**src/rtl/omsp_spm_key_loader.sv**
```systemverilog
`timescale 1ns/1ps
// Key loader: starts the key-derivation engine and writes the derived key word by word into a new SPM.
// Define OMSP_SPM_KEY_ZEROIZE_EN to overwrite a partially written key with zeros before raising error.
module omsp_spm_key_loader #(
    parameter int KEY_WORDS    = 4,
    parameter int KEY_IDX_SIZE = 2,
    parameter int TIMEOUT      = 255
) (
    input  logic                    mclk,
    input  logic                    puc_rst,
    input  logic                    start,
    input  logic                    abort,
    output logic                    kdf_start,
    input  logic                    kdf_valid,
    input  logic [15:0]             kdf_data,
    output logic                    kdf_ready,
    output logic                    write_key,
    output logic [15:0]             key_in,
    output logic [KEY_IDX_SIZE-1:0] key_idx,
    output logic                    busy,
    output logic                    done,
    output logic                    error,
    output logic [2:0]              dbg_state
);

    localparam int                      TCNT_W   = $clog2(TIMEOUT + 1);
    localparam logic [KEY_IDX_SIZE-1:0] LAST_IDX = KEY_IDX_SIZE'(KEY_WORDS - 1);
    localparam logic [TCNT_W-1:0]       TCNT_MAX = TCNT_W'(TIMEOUT);

    typedef enum logic [2:0] {
        S_IDLE = 3'd0,
        S_KICK = 3'd1,
        S_LOAD = 3'd2,
        S_DONE = 3'd3,
`ifdef OMSP_SPM_KEY_ZEROIZE_EN
        S_ZERO = 3'd4,
`endif
        S_ERR  = 3'd5
    } state_t;

`ifdef OMSP_SPM_KEY_ZEROIZE_EN
    localparam state_t FAIL_STATE = S_ZERO;
`else
    localparam state_t FAIL_STATE = S_ERR;
`endif

    state_t                  state;
    state_t                  state_nxt;
    logic [KEY_IDX_SIZE-1:0] widx;
    logic [TCNT_W-1:0]       tcnt;
    logic                    hs;
    logic                    fail_go;
    logic                    accept;

    // Valid/ready: a key word transfers on every cycle where kdf_valid and kdf_ready are both
    // high; kdf_ready is high only in LOAD, so kdf_valid elsewhere is never acknowledged.
    always_comb begin
        state_nxt = state;
        hs        = 1'b0;
        fail_go   = 1'b0;
        accept    = 1'b0;
        kdf_start = 1'b0;
        kdf_ready = 1'b0;
        done      = 1'b0;
        busy      = (state != S_IDLE);
        case (state)
            S_IDLE: begin
                if (start && !abort) begin
                    accept    = 1'b1;
                    state_nxt = S_KICK;
                end
            end
            S_KICK: begin
                kdf_start = 1'b1;
                if (abort) fail_go = 1'b1;
                else       state_nxt = S_LOAD;
            end
            S_LOAD: begin
                kdf_ready = 1'b1;
                hs        = kdf_valid;
                // Abort beats a final-word handshake; the word itself is still written.
                if (abort || (!hs && tcnt == TCNT_MAX)) fail_go = 1'b1;
                else if (hs && widx == LAST_IDX)       state_nxt = S_DONE;
            end
            S_DONE: begin
                done = 1'b1;
                if (abort) fail_go = 1'b1;
                else       state_nxt = S_IDLE;
            end
`ifdef OMSP_SPM_KEY_ZEROIZE_EN
            S_ZERO: begin
                if (widx == LAST_IDX) state_nxt = S_ERR;
            end
`endif
            S_ERR: begin
                state_nxt = S_IDLE;
            end
            default: begin
                state_nxt = S_IDLE;
            end
        endcase
        if (fail_go) state_nxt = FAIL_STATE;
    end

    always_ff @(posedge mclk) begin
        if (puc_rst) begin
            state     <= S_IDLE;
            widx      <= '0;
            tcnt      <= '0;
            write_key <= 1'b0;
            key_in    <= '0;
            key_idx   <= '0;
            error     <= 1'b0;
        end else begin
            state     <= state_nxt;
            write_key <= 1'b0;
            if (accept) begin
                error <= 1'b0;
                widx  <= '0;
                tcnt  <= '0;
            end
            if (hs) begin
                write_key <= 1'b1;
                key_in    <= kdf_data;
                key_idx   <= widx;
                tcnt      <= '0;
                if (widx != LAST_IDX) widx <= widx + 1'b1;
            end else if (state == S_LOAD && tcnt != TCNT_MAX) begin
                tcnt <= tcnt + 1'b1;
            end
`ifdef OMSP_SPM_KEY_ZEROIZE_EN
            if (state == S_ZERO) begin
                write_key <= 1'b1;
                key_in    <= '0;
                key_idx   <= widx;
                if (widx != LAST_IDX) widx <= widx + 1'b1;
            end
            // widx is reused as the wipe index, restarting at word 0.
            if (fail_go) widx <= '0;
`endif
            if (state_nxt == S_ERR) error <= 1'b1;
        end
    end

    assign dbg_state = state;

endmodule

```
**config.mk**
```make
export PLATFORM = sky130hd
export DESIGN_NAME = omsp_spm_key_loader
export DESIGN_NICKNAME = d
export VERILOG_FILES = /design/src/rtl/omsp_spm_key_loader.sv
export SDC_FILE = /design/constraint.sdc
export NUM_CORES = 1
export LEC_CHECK = 0
export BUFFER_PORTS_ARGS = -buffer_cell sky130_fd_sc_hd__buf_2
export CAP_MARGIN = 15
export CORE_MARGIN = 1
export CORE_UTILIZATION = 45
export CTS_CLUSTER_DIAMETER = 120
export DETAILED_ROUTE_END_ITERATION = 10
export PLACE_DENSITY = 0.73
export SLEW_MARGIN = 10
export SYNTH_ARGS = -nofsm -noshare
export SYNTH_HDL_FRONTEND = slang
export SYNTH_SLANG_ARGS = --single-unit
```
**constraint.sdc**
```tcl
create_clock -name mclk -period 3.8 [get_ports mclk]
set_clock_uncertainty 0.15 [all_clocks]
set_input_delay 0.38 -clock mclk [delete_from_list [all_inputs] [get_ports mclk]]
set_output_delay 0.38 -clock mclk [all_outputs]
set_load 0.02 [all_outputs]
```
==> impl_metrics.env <==
export IMPL_status="finished with violations"
export IMPL_violations="design-rule violations"
export IMPL_cts_buffer_depth=2
export IMPL_yosysSeqAreaShare_pct=47.0
export IMPL_synth_cell_types=38
export IMPL_ys_ff_latch=33
export IMPL_syn_area_per_cell_um2=8.31
export IMPL_grt_max_degree=27
export IMPL_r2r_end="tcnt[6]$_SDFFE_PP0P_"
export IMPL_tightestPinTransition_ns=0.885
export IMPL_drive_above_1_share_pct=27.1
export IMPL_grt_total_usage_pct=20.0
export IMPL_tritoncts="yes"
export IMPL_synth_top_area_cell="dfxtp_1"
export IMPL_reg2reg_from="dbg_state[1]$_SDFF_PP0_"
export IMPL_fin_hold_ws_ns=0.122
export IMPL_root_buffer="clkbuf_4"
export IMPL_drv_cap=0
export IMPL_hold_class="in -> reg"
export IMPL_worstSetupPathType="reg -> reg"
export IMPL_holdPathEnd="key_in[11]$_SDFFE_PP0P_"
export IMPL_whs_path_depth=3
export IMPL_slew_headroom_pct=40.7
export IMPL_grt_remaining_overflow=0
export IMPL_clock_sinks=33
export IMPL_die_x_um=57.9
export IMPL_hold_viol=0
export IMPL_r2r_slack_ns=1.55
export IMPL_rr_worst_depth=3
export IMPL_synth_area_um2=1410
export IMPL_synth_area_top_cells="dfxtp_1 47%, nand2_1 11%, a21oi_1 9.3%"
export IMPL_synth_top_cell_area_share_pct=47.0
export IMPL_rsz0062_at_grt="no"
export IMPL_synth_most_common_cell="nand2_1"
export IMPL_avgViaCountPerCell=5.53
export IMPL_start_kind="flip-flop"
export IMPL_ys_flop_type="dfxtp_1"
export IMPL_drc=4
export IMPL_crit_arrival_ns=2.30
export IMPL_dpl_hpwl_um=2170
export IMPL_die_height_um=57.9
export IMPL_grt_pass1_vias=1181
export IMPL_p_leak_nw=0.694
export IMPL_n_antenna_cell=0
export IMPL_rows=19
export IMPL_gp_congestion=0.807
export IMPL_finalSetupViolCount=0
export IMPL_fin_crit_ns=2.25
export IMPL_dr_pass1_iters=7
export IMPL_synthTopCellsByCount="41 x nand2_1, 33 x dfxtp_1, 26 x a21oi_1, 9 x nand3_1, 5 x nor2_1"
export IMPL_ys_warn_count=0
export IMPL_grt_pass1_wl_um=5120
export IMPL_synth_async_reset_ratio_pct=0
export IMPL_antenna_found_initial=0
export IMPL_areaGrowthSynthToFinish_pct=19.0
export IMPL_clkSlewWorstSetupHoldPaths_ns=0.10
export IMPL_numCtsBuffers=5
export IMPL_cts_resized=0
export IMPL_coreArea_um2=2850
export IMPL_nNetsFinal=236
export IMPL_drtAntennaViolNets=0
export IMPL_worst_path_max_fanout=22
export IMPL_period_share_pct=59.1
export IMPL_hp_start="kdf_data[11]"
export IMPL_synthCells=169
export IMPL_synth_edf_count=0
export IMPL_drtIter0Drc=60
export IMPL_postCtsSetupBuffers=0
export IMPL_vias=1355
export IMPL_io_buffers=47
export IMPL_ctsHoldBuffers=0
export IMPL_synth_fp_nets=192
export IMPL_crit_path_end_kind="flip-flop"
export IMPL_timing_final_max_slew_violations=0
export IMPL_routed_wl_um=3120
export IMPL_dieArea_um2=3350
export IMPL_tns_ns=0
export IMPL_ir_worst_vdd_mv=0.234
export IMPL_initial_utilization_pct=49.3
export IMPL_cp_required_ns=3.85
export IMPL_pin_count=48
export IMPL_fmax_mhz=445
export IMPL_worstSkewPairLatency_ns=0.33
export IMPL_htreeDepth=2
export IMPL_detail_route_wl_per_cell_um=12.7
export IMPL_pwr_density_cell_nw_per_um2=377
-- area by class of cell --
cell class | instances | area [um2]
Multi-Input combinational cell | 124 | 673
Clock inverter | 2 | 10.0
Inverter | 2 | 12.5
Timing Repair Buffer | 47 | 235
Clock buffer | 6 | 41.3
Sequential cell | 33 | 661
Tap cell | 31 | 38.8
Fill cell | 264 | 1180
-- how the worst max path moves through the flow --
| stage | from | end | slack [ns] |
|---|---|---|---|
| after global placement | kdf_valid | widx[0]$_SDFF_PP0_ | 1.67 |
| after CTS | dbg_state[1]$_SDFF_PP0_ | tcnt[6]$_SDFFE_PP0P_ | 1.54 |
| final | dbg_state[1]$_SDFF_PP0_ | tcnt[6]$_SDFFE_PP0P_ | 1.55 |
| after detailed placement | dbg_state[1]$_SDFF_PP0_ | tcnt[6]$_SDFFE_PP0P_ | 1.58 |
| after global routing | dbg_state[1]$_SDFF_PP0_ | widx[0]$_SDFF_PP0_ | 1.37 |
| after floorplan | dbg_state[1]$_SDFF_PP0_ | tcnt[3]$_SDFFE_PP0P_ | 1.85 |
-- metrics by stage --
stage / cells / power, mW / cell area, um2 / setup slack, ns / utilization [%]
floorplan: 169 / 0.425 / 1410 / 1.85 / -
detailed placement: 237 / 0.451 / 1620 / 1.58 / 56.8
CTS: 245 / 0.634 / 1670 / 1.54 / 58.6
finish: 245 / 0.629 / 1670 / 1.55 / 58.6
global placement: 237 / 0.449 / 1620 / 1.67 / 56.8
global route: 245 / 0.658 / 1670 / 1.37 / 58.6
-- registers in the layout, indices dropped and copies added (netlist names) --
register,flops
widx,2
key_in,16
dbg_state,3
write_key,1
error,1
tcnt,8
key_idx,2
-- cells by family (layout without fill, tap and decap cells) --
kind of cell    count (synthesis)  after routing  synth area share [%]
mux                             1              1                 0.712
compound gates                 40             40                  16.9
fa+ha+maj                       2              2                  1.78
buf+inv                        12             57                  5.08
simple gates                   80             80                  27.9
flops                          33             33                  47.0
xor+xnor                        1              1                 0.623
-- placed cells by master, fill, tap and decap left out, types with 2 or more instances in the layout --
master | synthesis | layout
nor2_1 | 5 | 5
clkbuf_4 | 0 | 5
nand4_1 | 2 | 2
nand3b_1 | 2 | 2
buf_2 | 2 | 47
dfxtp_1 | 33 | 33
clkinv_2 | 0 | 2
a31oi_1 | 4 | 4
o21a_1 | 3 | 3
ha_1 | 2 | 2
nand2_1 | 41 | 41
nand3_1 | 9 | 9
nor3b_1 | 2 | 2
a21oi_1 | 26 | 26
a311oi_1 | 2 | 2
and3_1 | 3 | 3
nand2b_1 | 4 | 4
or3_1 | 3 | 3
-- power breakdown --
part | switching [mW] | leakage (nW) | internal, mW | total [mW]
sequential | 0.00878 | 0.266 | 0.354 | 0.363
clock | 0.116 | 0.0320 | 0.0704 | 0.186
combinational | 0.0498 | 0.395 | 0.0308 | 0.0805
total | 0.174 | 0.694 | 0.455 | 0.629
-- per-layer routing --
| metal | GRT usage [%] | wire length [um] |
|---|---|---|
| met1 | 23.9 | 1300 |
| met2 | 34.0 | 1520 |
| met3 | 6.70 | 267 |
| met4 | 6.12 | 34 |
| met5 | 0 | 0 |
-- worst max-delay path: stages, from the launching register on --
cell	delay (ns)
dfxtp_1	0.50
nand4bb_1	0.75
nand2b_1	0.59
a311oi_1	0.12
No activity file was read; power rests on OpenSTA's default activity.
